### config.mk
export PLATFORM = sky130hd
export DESIGN_NAME = sysid_check_master
export DESIGN_NICKNAME = d
export VERILOG_FILES = /design/src/rtl/sysid_check_master.sv
export SDC_FILE = /design/constraint.sdc
export NUM_CORES = 1
export LEC_CHECK = 0
export ABC_AREA = 1
export ABC_CLOCK_PERIOD_IN_PS = 4610
export CAP_MARGIN = 30
export CORE_MARGIN = 2
export CORE_UTILIZATION = 35
export DETAILED_ROUTE_END_ITERATION = 12
export PLACE_DENSITY = 0.6
export REMOVE_ABC_BUFFERS = 1
export SETUP_SLACK_MARGIN = 0.02
export SKIP_LAST_GASP = 1
export SYNTH_ARGS = -nofsm -noshare
export SYNTH_HDL_FRONTEND = slang
export SYNTH_SLANG_ARGS = --single-unit
### constraint.sdc
create_clock -name clock -period 4.61 [get_ports clock]
set_clock_uncertainty 0.1 [all_clocks]
set_input_delay 0.922 -clock clock [delete_from_list [all_inputs] [get_ports clock]]
set_output_delay 0.922 -clock clock [all_outputs]
set_load 0.05 [all_outputs]
### src/rtl/sysid_check_master.sv
// Avalon-MM read master: reads the sysid ID (addr 0) and timestamp (addr 1),
// latches both and reports pass/fail against build-time expected values.
module sysid_check_master #(
  parameter logic [31:0] EXPECTED_ID = 32'd11141120,
  parameter logic [31:0] EXPECTED_TS = 32'd1603659914,
  parameter bit          CHECK_TS    = 1'b1,
  parameter int unsigned TIMEOUT     = 255,
  parameter bit          AUTO_START  = 1'b1
) (
  input  logic        clock,
  input  logic        reset,
  input  logic        start,
  output logic        address,
  output logic        read,
  input  logic        waitrequest,
  input  logic [31:0] readdata,
  output logic        busy,
  output logic        done,
  output logic        pass,
  output logic        timeout_err,
  output logic [31:0] id_value,
  output logic [31:0] ts_value
);

  localparam logic [15:0] TMO_LAST = 16'(TIMEOUT - 1);

  typedef enum logic [1:0] {IDLE, RD_ID, RD_TS, EVAL} state_t;

  state_t      r_state;
  state_t      w_state_nxt;
  logic        r_arm;
  logic        r_addr;
  logic        r_read;
  logic        r_busy;
  logic        r_done;
  logic        r_pass;
  logic        r_tmo_err;
  logic [31:0] r_id;
  logic [31:0] r_ts;
  logic [15:0] r_cnt;

  logic        w_go;
  logic        w_accept;
  logic        w_expire;
  logic        w_pass;

  always_ff @(posedge clock or posedge reset) begin
    if (reset) r_state <= IDLE;
    else       r_state <= w_state_nxt;
  end

  // The stall that would bring the counter to TIMEOUT is the one that aborts;
  // an accept in that same cycle takes priority.
  always_comb begin
    w_state_nxt = r_state;
    w_go        = start | r_arm;
    w_accept    = r_read & ~waitrequest;
    w_expire    = r_read & waitrequest & (r_cnt == TMO_LAST);
    w_pass      = (r_id == EXPECTED_ID) && (!CHECK_TS || (readdata == EXPECTED_TS));
    case (r_state)
      IDLE:  if (w_go) w_state_nxt = RD_ID;
      RD_ID: begin
        if (w_accept)      w_state_nxt = RD_TS;
        else if (w_expire) w_state_nxt = IDLE;
      end
      RD_TS: begin
        if (w_accept)      w_state_nxt = EVAL;
        else if (w_expire) w_state_nxt = IDLE;
      end
      EVAL:    w_state_nxt = IDLE;
      default: w_state_nxt = IDLE;
    endcase
  end

  always_ff @(posedge clock or posedge reset) begin
    if (reset) begin
      r_arm     <= AUTO_START;
      r_addr    <= 1'b0;
      r_read    <= 1'b0;
      r_busy    <= 1'b0;
      r_done    <= 1'b0;
      r_pass    <= 1'b0;
      r_tmo_err <= 1'b0;
      r_id      <= 32'd0;
      r_ts      <= 32'd0;
      r_cnt     <= 16'd0;
    end else begin
      r_arm  <= 1'b0;
      r_done <= 1'b0;
      case (r_state)
        IDLE: begin
          if (w_go) begin
            r_busy    <= 1'b1;
            r_read    <= 1'b1;
            r_addr    <= 1'b0;
            r_pass    <= 1'b0;
            r_tmo_err <= 1'b0;
            r_cnt     <= 16'd0;
          end
        end
        RD_ID, RD_TS: begin
          if (w_accept) begin
            r_cnt <= 16'd0;
            if (r_state == RD_ID) begin
              r_id   <= readdata;
              r_addr <= 1'b1;
            end else begin
              // pass is computed from live readdata so it is valid in EVAL
              r_ts   <= readdata;
              r_read <= 1'b0;
              r_pass <= w_pass;
              r_done <= 1'b1;
            end
          end else if (w_expire) begin
            r_read    <= 1'b0;
            r_tmo_err <= 1'b1;
            r_pass    <= 1'b0;
            r_done    <= 1'b1;
            r_busy    <= 1'b0;
            r_cnt     <= 16'd0;
          end else if (waitrequest) begin
            r_cnt <= r_cnt + 16'd1;
          end
        end
        EVAL:    r_busy <= 1'b0;
        default: r_busy <= 1'b0;
      endcase
    end
  end

  assign address     = r_addr;
  assign read        = r_read;
  assign busy        = r_busy;
  assign done        = r_done;
  assign pass        = r_pass;
  assign timeout_err = r_tmo_err;
  assign id_value    = r_id;
  assign ts_value    = r_ts;

endmodule

### After elaboration in Yosys (flattened, before gate mapping)

Index checks and enable logic that the tools add are counted.

* bits in registers: 89
* bits in latches: 0
* bits in writable memories: 0
* memory bits (read-only): 0
* input port bits: 36
* memories kept: 0

* add/subtract/negate cells: 1
* $mul: 0
* divide/modulo/power cells: 0
* $lt $le $gt $ge: 0
* equality and inequality tests: 14
* shift operators: 0
* multiplexer cells: 31
* bitwise operators: 6
* reduce and logical (&&, ||, !) cells: 11

Operators by type and width (number)
* $mux 16: 4
* $eq 32x24->1 const B: 1
* $eq 32x31->1 const B: 1
* $pmux 16 s2: 1
* $add 16x1->16 const B: 1
* $eq 16x8->1 const B: 1
* $mux 1: 16
* $reduce_and 3->1: 4
* $reduce_and 4->1: 3
* $ne 2x2->1 const B: 5
* $mux 2: 4
* $pmux 1 s2: 4
* $pmux 2 s4: 1
* $ne 3x3->1 const B: 2
* $eq 2x2->1 const B: 2
* $ne 4x4->1 const B: 1
* $and 1x1->1: 3
* $pmux 1 s3: 1
* $eq 2x1->1 const B: 1
* $logic_not 2->1: 1
* $not 1->1: 2
* $reduce_bool 2->1: 1
* $reduce_or 2->1: 1
* $logic_and 1x1->1: 1
* $or 1x1->1: 1

### Longest topological paths before layout

* word-level depth: 5
* gate-level depth with buffers: 12

### Least setup slack after synthesis

No wires, ideal clock.

* path type: input -> register
* start: input waitrequest
* end: register r_id[16] (netlist: id_value[16])
* library setup time: 0.130 ns
* arrival: 1.749 ns
* required time: 4.380 ns
* setup slack: 2.631 ns
* stages: 8
* cells stage by stage: inv_1 -> nand2_1 -> nor2_4 -> nand2_1 -> buf_2 -> buf_2 -> nand2_1 -> o21ai_0

* longest elaborated chain between the ends: 3

RTL lines
* start, declared: RTL line 15 `input logic waitrequest,`
* $not 1->1: RTL line 57 `w_accept = r_read & ~waitrequest;`
* $and 1x1->1: RTL line 57
* $reduce_and 3->1 (no line)
* end signal, assigned: RTL line 105 `r_id <= readdata;`
* end, declared: RTL line 38 `logic [31:0] r_id;`

No other way between the ends.
A chain may end at the register's enable or synchronous reset.

### Worst setup path after layout

* start: register r_read (netlist: read)
* end: output read

RTL lines
* start, declared: RTL line 33 `logic r_read;`
* start signal, assigned: RTL line 79 `r_read <= 1'b0;`
* start signal, assigned: RTL line 94 `r_read <= 1'b1;`
* start signal, assigned: RTL line 110 `r_read <= 1'b0;`
* end, declared: RTL line 14 `output logic read,`

No word-level cell between the ends.

==> results_tabular.tex <==
\begin{tabular}{lr}
\hline
Metric & Value \\
\hline
\multicolumn{2}{l}{\textbf{Status}} \\
\quad Outcome & finished, final reports clean \\
\multicolumn{2}{l}{\textbf{STA}} \\
\quad Final number of max-transition violations & 0 \\
\quad Final count of hold timing violations & 0 \\
\quad Max frequency & $\sim$380 MHz \\
\quad Ratio of final minimum period to clock period & 56.57\% \\
\quad Final setup vio count & 0 \\
\quad RSZ-0062 raised after global routing & false \\
\quad Final min period & approximately 2600 ps \\
\quad Worst slew pin tran & around 570 ps \\
\quad Relative slew slack & $\sim$62\% \\
\quad Setup TNS Final & 0 ps \\
\multicolumn{2}{l}{\textbf{Synth}} \\
\quad Unique cell type count in the Yosys netlist & 33 \\
\quad Synthesized flop and latch total & a little under 90 \\
\quad Area of the mapped netlist & 0.004086 mm² \\
\quad Mapped Cells & 490 \\
\quad Average cell area after synthesis & about 8.3 µm² \\
\quad Number of synthesis warnings & 0 \\
\quad Post-synthesis sequential area ratio & $\sim$55\% \\
\multicolumn{2}{l}{\textbf{Critical path}} \\
\quad Crit end category & output port \\
\quad Worst EP required & $\sim$3600 ps \\
\quad Worst reg2reg path depth & 10 \\
\quad Maximum fanout along the worst path & 5 \\
\quad CP Buf/Inv Count & 1 \\
\quad Crit path arrival time & between 1500 and 2000 ps \\
\quad CP max-delay cell & sky130\_fd\_sc\_hd\_\_clkdlybuf4s50\_1 \\
\quad Maximum single-stage delay on the critical path & around 830 ps \\
\quad Dominant delay contributor by cell family on the critical path & buffers and inverters \\
\quad Critical path, cell by cell & clkdlybuf4s50\_1 \\
\quad Crit path launch type & flop \\
\quad Critical path depth in cells & 1 \\
\quad Internal reg-to-reg setup slack & between 2000 and 3000 ps \\
\quad Start-to-end type of the worst setup path & reg -> out \\
\multicolumn{2}{l}{\textbf{Floorplan}} \\
\quad Number of placement rows & 39 \\
\quad Overall die height & 112.1 µm \\
\quad Die footprint & between 0.01 and 0.015 mm² \\
\quad Die width & about 110 µm \\
\quad Effective utilization at floorplan & between 30 and 40\% \\
\quad Core Area & about 0.011 mm² \\
\quad Top Ports & 106 \\
\multicolumn{2}{l}{\textbf{Global routing}} \\
\quad Congestion Overflow GR & 0 \\
\quad Antenna violations before repair & 0 \\
\quad Combined global-route utilization of all metal layers & between 10\% and 20\% \\
\quad Pin count of the biggest net entering global routing & 64 \\
\quad Global-route wire length before repair & about 17 mm \\
\quad Number of global-route vias before repair & 3386 \\
\multicolumn{2}{l}{\textbf{Detailed routing}} \\
\quad Average wire length per cell after detail routing & $\sim$13 µm \\
\quad First-iteration detailed-routing DRC count & 159 \\
\quad Drt total wl & about 10 mm \\
\quad Met2 WL post-DR & between 4 and 5 mm \\
\quad Highest Signal Layer & met4 \\
\quad Detail-routed via count per cell & between 4 and 5 \\
\quad M1 WL & $\sim$4.5 mm \\
\quad Residual DRC & 0 \\
\quad TritonRoute pass-1 iters & 5 \\
\quad Routed Antenna Nets & 0 \\
\quad Met3 WL & 380 µm \\
\quad Total vias in the final route & about 3400 \\
\multicolumn{2}{l}{\textbf{Hold path}} \\
\quad Hold Crit Depth & 2 \\
\quad Worst hold-check path type & reg -> reg \\
\multicolumn{2}{l}{\textbf{Layout}} \\
\quad Signed area change from the synthesized netlist to the final layout & 36.25\% \\
\quad Share of cells above drive strength 1 & 6.700\% \\
\quad Final core utilization & between 40\% and 50\% \\
\quad Area of all sequential standard cells & 0.002228 mm² \\
\quad Antenna diode count & 0 \\
\quad Fill cell count & between 1000 and 1500 \\
\quad Most common cell after layout, fill and taps aside & sky130\_fd\_sc\_hd\_\_nand2\_1 \\
\quad Final std cell area, no fill & roughly 0.0056 mm² \\
\quad Number of nets in the layout & 635 \\
\quad Combined area of the multi-input logic cells & 0.001515 mm² \\
\quad Highest-count cells in the layout ignoring fill and taps & sky130\_fd\_sc\_hd\_\_nand2\_1 (114), sky130\_fd\_sc\_hd\_\_clkdlybuf4s50\_1 (105), sky130\_fd\_sc\_hd\_\_dfrtp\_1 (88), sky130\_fd\_sc\_hd\_\_inv\_1 (64), sky130\_fd\_sc\_hd\_\_nor2\_1 (64) \\
\multicolumn{2}{l}{\textbf{Clock tree}} \\
\quad CTS resizes & 0 \\
\quad Num Clock Sinks & slightly below 90 \\
\quad Count of hold buffers inserted by post-cts repair & 0 \\
\quad Setup Fix Bufs, Post-CTS & 0 \\
\quad H-tree depth reported by CTS & 3 \\
\quad Clock buffers created by TritonCTS & 9 \\
\quad Maximum clock path buffer count & 2 \\
\quad Latest clock arrival within the worst-skew pair & around 330 ps \\
\quad CTS tree & done \\
\quad Cell at the root of the clock tree & sky130\_fd\_sc\_hd\_\_clkbuf\_16 \\
\quad Clock transition at the registers of the reported paths & about 70 ps \\
\multicolumn{2}{l}{\textbf{Placement}} \\
\quad Detailed Place HPWL & just over 7 mm \\
\quad Placed cell areas & between 0.005 and 0.006 mm² \\
\quad Buffers on Ports & roughly 110 \\
\quad Final Wtd Congestion & between 0.8 and 0.9 \\
\multicolumn{2}{l}{\textbf{Power}} \\
\quad Leakage component of the power & approximately 2.6 nW \\
\quad Power per Cell Area & about 770 mW/mm² \\
\quad Worst VDD drop & roughly 0.37 mV \\
\multicolumn{2}{l}{\textbf{Flow run}} \\
\quad Max-capacitance violation count & 0 \\
\hline
\end{tabular}
per-stage QoR:
stage / hold WS, ps / setup WS, ps / cells / power [W]
3_5_place_dp: 372.4 / 1870 / 725 / 0.003582
2_1_floorplan: 380.9 / 1283 / 473 / 0.002780
5_1_grt: 411.3 / 1955 / 740 / 0.004527
3_3_place_gp: 367.7 / 1525 / 723 / 0.003534
6_report: 384.9 / 2002 / 740 / 0.004272
4_1_cts: 388.8 / 1989 / 740 / 0.004312
report_power, final:
group | total (W) | internal [W] | switching [W] | leakage (nW)
Combinational | 0.00229 | 0.000719 | 0.00157 | 1.34
Clock | 0.000718 | 0.000417 | 0.000300 | 0.142
Sequential | 0.00126 | 0.00107 | 0.000199 | 1.15
Total | 0.00427 | 0.00220 | 0.00207 | 2.63
routing by layer:
layer	up-vias	global-route usage, %
met3	15	2.700
met1	1576	21.78
met4	0	7.154
met2	74	26.02
met5	-	0
li1	1750	-
Yosys cell counts:
master,count,area [µm²]
sky130_fd_sc_hd__buf_4,1,7.510
sky130_fd_sc_hd__nand2_4,2,22.52
sky130_fd_sc_hd__clkbuf_2,2,10.01
sky130_fd_sc_hd__a22oi_1,1,7.510
sky130_fd_sc_hd__nand2_2,2,12.51
sky130_fd_sc_hd__a21oi_1,7,35.03
sky130_fd_sc_hd__dfrtp_1,88,2202
sky130_fd_sc_hd__ha_1,6,75.07
sky130_fd_sc_hd__nand2_1,116,435.4
sky130_fd_sc_hd__inv_2,2,7.510
sky130_fd_sc_hd__o21ai_1,11,55.05
sky130_fd_sc_hd__o31ai_1,2,15.01
sky130_fd_sc_hd__nand4_1,3,18.77
sky130_fd_sc_hd__nor3_4,1,16.27
sky130_fd_sc_hd__o22ai_1,1,6.260
sky130_fd_sc_hd__conb_1,1,3.750
sky130_fd_sc_hd__nor3b_1,2,15.01
sky130_fd_sc_hd__nand3_2,2,20.02
sky130_fd_sc_hd__nor2_1,64,240.2
sky130_fd_sc_hd__nor2_2,2,12.51
sky130_fd_sc_hd__a31oi_1,4,25.02
sky130_fd_sc_hd__nand3b_1,2,15.01
sky130_fd_sc_hd__buf_6,2,22.52
sky130_fd_sc_hd__nor3_1,7,35.03
sky130_fd_sc_hd__inv_1,65,244.0
sky130_fd_sc_hd__nor2_4,4,45.04
sky130_fd_sc_hd__o21ai_0,61,305.3
sky130_fd_sc_hd__o21bai_1,1,7.510
sky130_fd_sc_hd__o21ai_2,3,26.28
sky130_fd_sc_hd__dfstp_2,1,26.28
sky130_fd_sc_hd__nand3_1,12,60.06
sky130_fd_sc_hd__clkbuf_1,3,11.26
sky130_fd_sc_hd__buf_2,9,45.04
cell families (layout without fill, tap and decap cells):
logic type               count (synthesis)  count (layout)  share of synthesized area (%)
AO/OA/AOI/OAI                           91              91                          11.82
other                                    1               1                        0.09177
adder cells (fa/ha/maj)                  6               6                          1.837
flip-flops                              89              89                          54.53
buffers and inverters                   84             191                          8.512
AND/OR/NAND/NOR                        219             219                          23.21
registers in the layout, summed over array words and instances, names as in the netlist:
register / flops
busy: 1
timeout_err: 1
r_arm: 1
id_value: 32
done: 1
ts_value: 32
pass: 1
r_cnt: 16
r_state: 2
read: 1
address: 1
final cells by class:
class	instances	area share [%]
Clock buffer	10	4.112
Clock inverter	5	1.034
Inverter	67	4.539
Multi-Input combinational cell	317	27.21
Sequential cell	89	40.02
Tap cell	143	3.213
Timing Repair Buffer	109	19.87
path summary, 6_finish.rpt:
kind                         startpoint      endpoint
max reg2reg                  r_state[0]      r_cnt[7]
min                        ts_value[31]  ts_value[31]
max                                read          read
min in group asynchronous         reset  ts_value[12]
min reg2reg                ts_value[31]  ts_value[31]
max in group asynchronous         reset  id_value[29]
(Power assumes the default switching activity.)
